$ cat config.mk
export PLATFORM = sky130hd
export DESIGN_NAME = vector_alu_arbiter
export DESIGN_NICKNAME = d
export VERILOG_FILES = /design/src/rtl/vector_alu_arbiter_pkg.sv /design/src/rtl/vector_alu_arbiter_alu.sv /design/src/rtl/vector_alu_arbiter.sv
export SDC_FILE = /design/constraint.sdc
export NUM_CORES = 1
export LEC_CHECK = 0
export ABC_CLOCK_PERIOD_IN_PS = 2800
export CAP_MARGIN = 20
export CELL_PAD_IN_SITES_DETAIL_PLACEMENT = 1
export CELL_PAD_IN_SITES_GLOBAL_PLACEMENT = 1
export CORE_ASPECT_RATIO = 1.25
export CORE_MARGIN = 2
export CORE_UTILIZATION = 32
export CTS_CLUSTER_DIAMETER = 30
export DETAILED_ROUTE_END_ITERATION = 7
export GPL_ROUTABILITY_DRIVEN = 0
export PLACE_DENSITY = 0.8
export SYNTH_ARGS = -nofsm -noshare
export SYNTH_HDL_FRONTEND = slang
export SYNTH_SLANG_ARGS = --single-unit
$ cat constraint.sdc
create_clock -name clk -period 2.8 [get_ports clk]
set_input_delay 0.56 -clock clk [delete_from_list [all_inputs] [get_ports clk]]
set_output_delay 0.56 -clock clk [all_outputs]
set_load 0.01 [all_outputs]
$ cat src/rtl/vector_alu_arbiter_pkg.sv
// Shared definitions for the vector ALU arbiter: opcode values,
// FSM state encoding and SIMD lane geometry.
package vector_alu_arbiter_pkg;

    localparam int LANE_W    = 8;
    localparam int NUM_LANES = 4;
    localparam int DATA_W    = LANE_W * NUM_LANES;
    localparam int OPC_W     = 4;

    localparam logic [OPC_W-1:0] OP_NOP = 4'h0;
    localparam logic [OPC_W-1:0] OP_ADD = 4'h1;
    localparam logic [OPC_W-1:0] OP_SUB = 4'h2;
    localparam logic [OPC_W-1:0] OP_XOR = 4'h3;
    localparam logic [OPC_W-1:0] OP_SHL = 4'h4;
    localparam logic [OPC_W-1:0] OP_SHR = 4'h5;

    typedef enum logic [1:0] {
        ST_IDLE = 2'd0,
        ST_EXEC = 2'd1,
        ST_RESP = 2'd2
    } state_e;

endpackage

$ cat src/rtl/vector_alu_arbiter_alu.sv
// vector_alu: combinational four-lane 8-bit SIMD datapath.
// Ports: opcode_i, op_a_i, op_b_i in; result_o, err_o (illegal opcode) out.
module vector_alu
    import vector_alu_arbiter_pkg::*;
(
    input  logic [OPC_W-1:0]  opcode_i,
    input  logic [DATA_W-1:0] op_a_i,
    input  logic [DATA_W-1:0] op_b_i,
    output logic [DATA_W-1:0] result_o,
    output logic              err_o
);

    // Each lane is computed in isolation, so carries and borrows
    // never cross lane boundaries.
    for (genvar l = 0; l < NUM_LANES; l++) begin : g_lane
        logic [LANE_W-1:0] a;
        logic [LANE_W-1:0] b;
        logic [LANE_W-1:0] r;
        logic              big_shift;

        assign a = op_a_i[l*LANE_W +: LANE_W];
        assign b = op_b_i[l*LANE_W +: LANE_W];
        // Shifts of a full lane width or more clear the lane.
        assign big_shift = (b >= 8'(LANE_W));

        always_comb begin
            r = '0;
            case (opcode_i)
                OP_ADD:  r = a + b;
                OP_SUB:  r = a - b;
                OP_XOR:  r = a ^ b;
                OP_SHL:  r = big_shift ? '0 : (a << b[2:0]);
                OP_SHR:  r = big_shift ? '0 : (a >> b[2:0]);
                default: r = '0;
            endcase
        end

        assign result_o[l*LANE_W +: LANE_W] = r;
    end

    assign err_o = (opcode_i > OP_SHR);

endmodule

$ cat src/rtl/vector_alu_arbiter.sv
// Round-robin arbiter sharing one vector_alu between NUM_REQ requesters.
// Ports: clk, rst_n, req_* (valid/ready/opcode/op_a/op_b), rsp_* (valid/ready/id/result/err).
module vector_alu_arbiter
    import vector_alu_arbiter_pkg::*;
#(
    parameter int NUM_REQ = 4,
    parameter int ID_W    = 2
) (
    input  logic                      clk,
    input  logic                      rst_n,
    input  logic [NUM_REQ-1:0]        req_valid,
    output logic [NUM_REQ-1:0]        req_ready,
    input  logic [OPC_W*NUM_REQ-1:0]  req_opcode,
    input  logic [DATA_W*NUM_REQ-1:0] req_op_a,
    input  logic [DATA_W*NUM_REQ-1:0] req_op_b,
    output logic                      rsp_valid,
    input  logic                      rsp_ready,
    output logic [ID_W-1:0]           rsp_id,
    output logic [DATA_W-1:0]         rsp_result,
    output logic                      rsp_err
);

    state_e              state_q;
    logic [ID_W-1:0]     last_grant_q;
    logic [ID_W-1:0]     id_q;
    logic [OPC_W-1:0]    opcode_q;
    logic [DATA_W-1:0]   op_a_q;
    logic [DATA_W-1:0]   op_b_q;
    logic                rsp_valid_q;
    logic [ID_W-1:0]     rsp_id_q;
    logic [DATA_W-1:0]   rsp_result_q;
    logic                rsp_err_q;

    logic [ID_W-1:0]     grant_id;
    logic                grant_found;
    logic [ID_W-1:0]     idx;
    logic [DATA_W-1:0]   alu_result;
    logic                alu_err;

    // Search starts just after the last winner; the index wraps
    // naturally in ID_W bits, and i == NUM_REQ revisits last winner.
    always_comb begin
        grant_found = 1'b0;
        grant_id    = last_grant_q;
        idx         = last_grant_q;
        for (int i = 1; i <= NUM_REQ; i++) begin
            idx = last_grant_q + ID_W'(i);
            if (!grant_found && req_valid[idx]) begin
                grant_found = 1'b1;
                grant_id    = idx;
            end
        end
    end

    always_comb begin
        req_ready = '0;
        if (rst_n && state_q == ST_IDLE && grant_found) begin
            req_ready[grant_id] = 1'b1;
        end
    end

    vector_alu u_alu (
        .opcode_i (opcode_q),
        .op_a_i   (op_a_q),
        .op_b_i   (op_b_q),
        .result_o (alu_result),
        .err_o    (alu_err)
    );

    always_ff @(posedge clk or negedge rst_n) begin
        if (!rst_n) begin
            state_q      <= ST_IDLE;
            last_grant_q <= ID_W'(NUM_REQ - 1);
            id_q         <= '0;
            opcode_q     <= '0;
            op_a_q       <= '0;
            op_b_q       <= '0;
            rsp_valid_q  <= 1'b0;
            rsp_id_q     <= '0;
            rsp_result_q <= '0;
            rsp_err_q    <= 1'b0;
        end else begin
            case (state_q)
                ST_IDLE: begin
                    // req_ready mirrors grant_found here, so this is
                    // exactly the valid/ready handshake edge.
                    if (grant_found) begin
                        opcode_q     <= req_opcode[OPC_W*grant_id +: OPC_W];
                        op_a_q       <= req_op_a[DATA_W*grant_id +: DATA_W];
                        op_b_q       <= req_op_b[DATA_W*grant_id +: DATA_W];
                        id_q         <= grant_id;
                        last_grant_q <= grant_id;
                        state_q      <= ST_EXEC;
                    end
                end
                ST_EXEC: begin
                    rsp_result_q <= alu_result;
                    rsp_err_q    <= alu_err;
                    rsp_id_q     <= id_q;
                    rsp_valid_q  <= 1'b1;
                    state_q      <= ST_RESP;
                end
                ST_RESP: begin
                    if (rsp_ready) begin
                        rsp_valid_q <= 1'b0;
                        state_q     <= ST_IDLE;
                    end
                end
                default: state_q <= ST_IDLE;
            endcase
        end
    end

    assign rsp_valid  = rsp_valid_q;
    assign rsp_id     = rsp_id_q;
    assign rsp_result = rsp_result_q;
    assign rsp_err    = rsp_err_q;

endmodule

==> flow_summary.json, run 1 <==
{
  "num_rows": 74,
  "clk_path_buf_depth": 2,
  "internal-power_uw": 10640,
  "timing.final.ws_setup_ns": -0.1271,
  "yosys_warnings": 0,
  "slowest_stage": "dfrtp_1",
  "postRouteAntennaNets": 0,
  "wl_per_cell_um": 23.32,
  "synth.area.mux_share_pct": 9.110,
  "synth-simple-area-share_pct": 19.62,
  "layout_min_cycle_time_ns": 2.927,
  "vias_per_cell": 5.872,
  "grt_pass1_vias": 12450,
  "violations": "negative setup slack",
  "crit_type": "register to register",
  "power_frac_seq_pct": 17.8,
  "fmax_mhz": 341.6,
  "setup-tns-final_ns": -0.5056,
  "nets": 1922,
  "cts.sinks": 110,
  "dp_slack_ns": -0.3618,
  "yosysSeqAreaShare_pct": 25.88,
  "critPathMaxFanout": 5,
  "tightest_slew_ns": 0.8062,
  "hold_path.class": "input pin to asynchronous set/reset pin",
  "critical_path.top_delay_family": "compound AO/OA/AOI/OAI gates",
  "p_leak_uw": 0.006395,
  "clk_latency_ns": 0.36,
  "clk_pin_slew_ns": 0.08,
  "drtPass1Iterations": 5,
  "portBuffers": 318,
  "synthFlopType": "dfrtp_1",
  "finClkSkew_ns": 0.006388,
  "maxSlewViolCount": 0,
  "endpoint_kind": "register",
  "irDropWorstVdd_uv": 972.8,
  "synth-xor-area-share_pct": 6.089,
  "setup_viol": 10,
  "avgSynthCellArea_um2": 8.219,
  "synth_compound_area_share_pct": 27.99,
  "power_uw": 21120,
  "cts_tree": "built",
  "slew_headroom_pct": 46.25,
  "dr_total_vias": 11910,
  "slowest_delay_ns": 0.41,
  "hpwl_mm": 36.40,
  "synth_seq_cells": 110,
  "post-route-period-util_pct": 104.5,
  "cp.arrival_ns": 3.18,
  "power.density_nw_per_um2": 1374,
  "core_um2": 32680,
  "grt_antenna_before_repair": 2,
  "dpl_cell_area_um2": 14580,
  "switching_power_uw": 10480,
  "cts-buffers-inserted": 9,
  "grt_pass1_wl_mm": 71.06,
  "clkPwrFrac_pct": 6.4,
  "worst-path-buf-inv": 3,
  "ctsHoldBuffers": 0,
  "start_kind": "register",
  "synth-adder-area-share_pct": 4.984,
  "synth-edff-count": 0,
  "start_util_pct": 32.57,
  "netlist_area_um2": 10640,
  "finish.instance_area_um2": 15370,
  "fin_util_pct": 47.03,
  "status": "finished with violations",
  "dieArea_um2": 34750,
  "combPwrFrac_pct": 75.8,
  "grt_use_total_pct": 25.83,
  "synthDistinctLibCells": 68,
  "rsz0062_at_grt": "true",
  "die_w_um": 167.1,
  "die_h_um": 207.9,
  "required_ns": 3.06,
  "grt-ovfl-total": 0,
  "netlist_instances": 1295,
  "swShare_pct": 49.61,
  "grt_max_degree": 111,
  "cp_cell_sequence": "nor4b_4, buf_4, buf_12, mux2_4, inv_2, ha_4, nor2b_4, o2111ai_2, nand3_1, o41a_1, xnor2_1, o21ba_2",
  "syn_nets": 1614,
  "async_flop_share_pct": 100.0,
  "drt_iter0_markers": 614,
  "drc": 0,
  "layout-area-overhead-vs-synth_pct": 44.42,
  "drive_gt1_share_pct": 14.30,
  "cts_root_buf": "clkbuf_16",
  "max-cap-violations": 0,
  "cts_max_level": 3,
  "routed_wl_mm": 47.29,
  "hold_viol": 0,
  "synth_top_family_by_area": "compound AO/OA/AOI/OAI gates",
  "boundaryPins": 319
}
-- cell usage after synthesis, drive strengths merged, types with 7 or more instances --
library cell,count,area [um^2]
a211oi,74,555.5
a21o,54,405.4
a21oi,40,200.2
a221oi,32,286.5
a311o,16,160.2
a311oi,52,455.4
and3,71,444.2
buf,54,282.8
clkbuf,79,296.5
dfrtp,108,2703
ha,36,450.4
inv,22,82.58
mux2,9,101.4
mux2i,26,260.3
mux4,27,608.1
nand2,209,784.5
nand2b,13,81.33
nand3,20,100.1
nor2,70,262.8
nor2b,12,75.07
nor3,15,75.07
nor3b,7,63.81
o211ai,11,87.58
o21ai,79,395.4
o22ai,8,50.05
xnor2,41,359.1
xor2,33,289.0
-- per-stage QoR --
step	std cells	hold slack (ns)
after global placement	1990	0.4651
after floorplan	1295	0.2644
after CTS	2007	0.4272
final	2028	0.3058
after detailed placement	1990	0.4715
after global routing	2028	0.3952
-- power groups by stage --
stage / sequential [uW] / combinational [uW] / clock [uW]
after floorplan: 3040 / 10000 / 0
after global placement: 3660 / 13700 / 0
after detailed placement: 3710 / 14300 / 0
after CTS: 3690 / 14600 / 1370
after global routing: 3850 / 17300 / 1430
final: 3760 / 16000 / 1350
-- repair_timing --
item                                    in CTS  in global routing
gates resized for setup                     16                 69
buffers inserted                             1                 18
pin swaps                                    1                 49
endpoints found under the setup margin      11                 20
cloned                                       0                  1
-- cells in the final DEF (no fill, tap or decap), drive strengths merged, types with 6 or more instances in the layout --
cell type / n
a211oi: 74
a21o: 54
a21oi: 40
a221o: 6
a221oi: 32
a22oi: 6
a311o: 16
a311oi: 52
and3: 71
buf: 112
clkbuf: 13
clkdlybuf4s50: 309
dfrtp: 108
ha: 36
inv: 22
mux2: 9
mux2i: 26
mux4: 27
nand2: 209
nand2b: 13
nand3: 20
nor2: 70
nor2b: 12
nor3: 15
nor3b: 7
o211ai: 11
o21ai: 79
o22ai: 8
xnor2: 41
xor2: 33
-- layout make-up --
type                       instances  area [um^2]
inverter                          25        93.84
clock buffer                      11        242.7
fill                            3788        17310
clock inverter                     5        58.81
antenna                            2        5.005
sequential                       110         2755
timing repair buffer             430         4167
multi-input combinational       1027         7527
tap                              418        523.0
-- metal layers --
metal  part of all wire (%)  global-route usage, %
met1                     40                  30.72
met2                     50                  45.45
met3                    5.2                  4.185
met4                    4.6                  11.86
met5                      0                      0
-- worst paths after layout --
kind,from,end,slack (ns),cells after the start
setup / recovery,opcode_q[2],rsp_result[7],-0.13,12
hold / removal,rst_n,rsp_result[11],0.31,2
setup reg to reg,opcode_q[2],rsp_result[7],-0.13,12
hold reg to reg,rsp_id[1],rsp_id[1],0.48,2
max in group asynchronous,rst_n,op_a_q[1],1.87,2
min in group clk,rsp_id[1],rsp_id[1],0.48,2
-- cell families (layout without fill, tap and decap cells) --
logic type / after synthesis / after routing
XOR/XNOR: 74 / 74
AO/OA/AOI/OAI: 410 / 410
AND/OR/NAND/NOR: 441 / 441
flip-flops: 110 / 110
other: 0 / 2
buffers and inverters: 158 / 471
adder cells (fa/ha/maj): 40 / 40
multiplexers: 62 / 62
-- state kept, by name, indices dropped and copies added, names as in the netlist --
name,cells
rsp_err,1
last_grant_q,2
state_q,2
rsp_id,2
id_q,2
opcode_q,4
op_b_q,32
op_a_q,32
rsp_valid,1
rsp_result,32
Note: power is estimated with default switching activity, not from simulation.
==> run 2, diff against run 1 <==
- CTS_BUF_LIST: not set -> sky130_fd_sc_hd__clkbuf_4 sky130_fd_sc_hd__clkbuf_8 sky130_fd_sc_hd__clkbuf_16
- SLEW_MARGIN: not set -> 20
==> flow_summary.json, run 2 (synthesis results as in run 1) <==
{
  "endpoint_kind": "register",
  "fin_cells": 2028,
  "die_w_um": 167.1,
  "wl_per_cell_um": 23.33,
  "vias_per_cell": 5.883,
  "irDropWorstVdd_uv": 972.7,
  "status": "finished with violations",
  "violations": "negative setup slack",
  "drt_iter0_markers": 602,
  "layout-area-overhead-vs-synth_pct": 44.46,
  "clk_latency_ns": 0.37,
  "critPathMaxFanout": 5,
  "setup-tns-final_ns": -0.4934,
  "power.density_nw_per_um2": 1374,
  "setup_viol": 10,
  "layout_common_cells": "clkdlybuf4s50_1 (309), nand2_1 (208), dfrtp_1 (108)",
  "fill_cells": 3787,
  "layout_min_cycle_time_ns": 2.927,
  "clk_path_buf_depth": 2,
  "num_rows": 74,
  "postRouteAntennaNets": 0,
  "p_leak_uw": 0.006399,
  "final_common_cell": "clkdlybuf4s50_1",
  "nets": 1922,
  "start_util_pct": 32.57,
  "fmax_mhz": 341.7,
  "hpwl_mm": 36.40,
  "slew_headroom_pct": 46.51,
  "cp.arrival_ns": 3.19,
  "portBuffers": 318,
  "hold_path.class": "input pin to asynchronous set/reset pin",
  "routed_wl_mm": 47.31,
  "dp_slack_ns": -0.3618,
  "finClkSkew_ns": 0.007023,
  "dr_total_vias": 11930,
  "finish.instance_area_um2": 15380,
  "timing.final.ws_setup_ns": -0.1268,
  "max-cap-violations": 0,
  "grt_pass1_wl_mm": 71.06,
  "fin_util_pct": 47.04,
  "dpl_cell_area_um2": 14580,
  "core_um2": 32680,
  "cts_tree": "built",
  "post-route-period-util_pct": 104.5,
  "drc": 0,
  "clk_pin_slew_ns": 0.08,
  "drtPass1Iterations": 5,
  "dieArea_um2": 34750,
  "slowest_delay_ns": 0.41,
  "dpl.cell_count": 1990,
  "start_kind": "register",
  "grt_antenna_before_repair": 2,
  "grt_max_degree": 111,
  "required_ns": 3.06,
  "cts_max_level": 3,
  "tightest_slew_ns": 0.8024,
  "grt-ovfl-total": 0,
  "cts-buffers-inserted": 9,
  "cts_root_buf": "clkbuf_16",
  "ctsHoldBuffers": 0,
  "cts.sinks": 110,
  "grt_pass1_vias": 12450,
  "maxSlewViolCount": 0,
  "crit_type": "register to register",
  "die_h_um": 207.9,
  "boundaryPins": 319,
  "drive_gt1_share_pct": 14.37,
  "hold_viol": 0,
  "rsz0062_at_grt": "true",
  "cp_cell_sequence": "nor4b_4, buf_4, buf_12, mux2_4, inv_2, ha_4, nor2b_4, o2111ai_2, nand3_1, o41a_1, xnor2_1, o21ba_2",
  "slowest_stage": "dfrtp_1",
  "grt_use_total_pct": 25.83
}
==> run 2: cell counts in the layout (fill, tap and decap cells not counted) <==
Identical to the previous run, type by type.
==> run 2: final cells by class <==
cell class	instances	area [um^2]	area share, %
Clock inverter	5	58.81	0.3825
Antenna cell	2	5.005	0.03255
Multi-Input combinational cell	1027	7527	48.95
Tap cell	418	523.0	3.401
Clock buffer	11	246.5	1.603
Timing Repair Buffer	430	4167	27.10
Sequential cell	110	2755	17.92
Inverter	25	93.84	0.6103
==> run 2: routing by layer <==
layer,routed length [um],part of all wire [%],global-route usage [%],vias to the layer above
li1,-,-,-,5456
met1,18940,40,30.72,5905
met2,23720,50,45.45,463
met3,2469,5.2,4.185,106
met4,2188,4.6,11.86,0
met5,0,0,0,-
==> run 2: worst max-delay path: cells and delay by family, from the launching register on <==
family / cells / cell delay (ns)
muxes: 1 / 0.32
and+or+nand+nor: 3 / 0.54
buffers and inverters: 3 / 0.41
DFF: 1 / 0.41
xor gates and xnor gates: 1 / 0.13
AOI/OAI and AO/OA: 3 / 0.81
adders and majority gates: 1 / 0.19
==> run 2: repair_timing <==
| item | in CTS | in global routing |
|---|---|---|
| setup endpoints to repair | 11 | 20 |
| resized for setup | 16 | 69 |
| gates cloned | 0 | 1 |
| pin swaps | 1 | 49 |
| buffers inserted | 1 | 18 |
==> run 2: where the power goes <==
part	internal, uW	switching, uW	total (uW)
Combinational	7560	8450	16000
Sequential	2360	1400	3760
Clock	730	627	1360
==> run 2: final timing paths <==
check / start / end / slack [ns] / depth (start not counted)
min: rst_n / rsp_result[11] / 0.31 / 2
min reg2reg: rsp_id[1] / rsp_id[1] / 0.48 / 2
max reg2reg: opcode_q[2] / rsp_result[7] / -0.13 / 12
min in group clk: rsp_id[1] / rsp_id[1] / 0.48 / 2
max: opcode_q[2] / rsp_result[7] / -0.13 / 12
max in group asynchronous: rst_n / op_a_q[1] / 1.87 / 2
==> run 2: metrics by stage <==
stage          hold slack, ns  total power, uW
6_report               0.3056            21130
3_5_place_dp           0.4715            18040
3_3_place_gp           0.4651            17400
4_1_cts                0.4272            19630
2_1_floorplan          0.2644            13050
5_1_grt                0.3952            22620
==> edit, RTL diff (flow settings as in run 1) <==
The parameter `ID_W` goes from 2 to 3.
--- a/src/rtl/vector_alu_arbiter.sv
+++ b/src/rtl/vector_alu_arbiter.sv
@@ -5,5 +5,5 @@
 #(
     parameter int NUM_REQ = 4,
-    parameter int ID_W    = 2
+    parameter int ID_W    = 3
 ) (
     input  logic                      clk,
Ports: changed (resized rsp_id); port bits go from 319 to 320. The function was not compared with the original's and may differ.
==> edit against run 1 <==
  * The flow still finishes with violations (setup timing)
  * Critical path depth down 2
  * Design area up 0.92%
  * First-iteration DRC count increased by 13%
  * Setup slack worse by 660 ps
  * Synthesized area fell by 2.2%
  * Sequential cell count grew 2
  * Final cell count decreased by 12%
  * Wire length decreased by 11%
  * Total power increased by 4.0%
  * Fmax fell by 18%
==> edit: results <==
[status]
status = complete, but fails checks
violations = setup timing

[final_layout]
n_sequential_cell = 112
layout-drive-gt1-share_pct = 23.62
layout.clock_buffers = 12
bufAreaShareNonClock_pct = 27.96
inverters_excl_clock = 31
seq_cell_area_um2 = 2805

[yosys]
syn-mean-instance-area_um2 = 10.13
leading_post_synthesis_cells_by_cell_area = sky130_fd_sc_hd__dfrtp_1 26%, sky130_fd_sc_hd__mux4_2 22%, sky130_fd_sc_hd__a22o_1 6.0%, sky130_fd_sc_hd__ha_1 4.6%, sky130_fd_sc_hd__xnor2_1 4.4%
synth.cells.most_frequent = 110 x sky130_fd_sc_hd__dfrtp_1, 102 x sky130_fd_sc_hd__mux4_2, 72 x sky130_fd_sc_hd__nand2_1

[critical_path]
critPathArrivalTime_ps = 3030
worstRegToRegCells = 15
timing.rr.end = op_a_q[8]

[global_route]
grt_use_total_pct = 23.21
global_route_wire_length_before_repair_um = 61200
first_global_vias = 10920

[detailed_routing]
wire_per_inst_um = 23.60
met3_length_um = 2282
met2_wire_length_um = 22170

[sta]
timing.max_slew.rel_slack_pct = 32.33
finalSetupViolations = 73
final.setup.worst_slack_ps = -785.0

[clocking]
worst_skew_pair.late_latency_ps = 380

[pwr]
leakage_uw = 0.006069
peakVddDrop_v = 0.0008213

[placement]
placed_cells = 1735
post-dp-hpwl_um = 29800
-- edit: stage by stage --
step / setup WS (ps) / TNS (ps)
after global routing: -857.0 / -49650
final: -785.0 / -43460
after floorplan: -517.1 / -9753
after CTS: -733.0 / -34040
after detailed placement: -833.2 / -36830
after global placement: -800.0 / -32470
-- edit: worst max-delay path, cell delays in order, from the launching register on --
cell                       delay (ps)
sky130_fd_sc_hd__dfstp_2          550
sky130_fd_sc_hd__inv_2             60
sky130_fd_sc_hd__ha_4             280
sky130_fd_sc_hd__mux4_2           570
sky130_fd_sc_hd__nand2_2          120
sky130_fd_sc_hd__o31ai_2           80
sky130_fd_sc_hd__a211oi_2         180
sky130_fd_sc_hd__buf_4            180
sky130_fd_sc_hd__mux2_4           320
sky130_fd_sc_hd__and3_4           170
sky130_fd_sc_hd__buf_2            130
-- edit: cell families after synthesis --
group                    share of synthesized area (%)
buffers and inverters                            5.612
flip-flops                                       26.94
AO/OA/AOI/OAI                                    19.22
multiplexers                                     25.26
adder cells (fa/ha/maj)                          5.336
AND/OR/NAND/NOR                                  10.83
XOR/XNOR                                         6.802
-- edit: timing repair --
action | in CTS | in global routing
buffers inserted | 17 | 13
resized for setup | 49 | 73
endpoints found under the setup margin | 79 | 90
pin swaps | 15 | 40
gates cloned | 3 | 4
-- edit: worst min-delay path by stage --
| stage | endpoint | slack, ps | cells after the start |
|---|---|---|---|
| CTS | rsp_result[24] | 260 | 2 |
| global placement | rsp_result[24] | 460 | 2 |
| global route | op_a_q[25] | 270 | 2 |
| detailed placement | rsp_id[1] | 470 | 2 |
| finish | rsp_result[24] | 270 | 2 |
| floorplan | id_q[0] | 260 | 0 |
-- edit: power breakdown --
part	switching [µW]	internal (µW)	total, µW
clock network	646	814	1460
registers	962	2300	3260
logic	8310	8950	17300
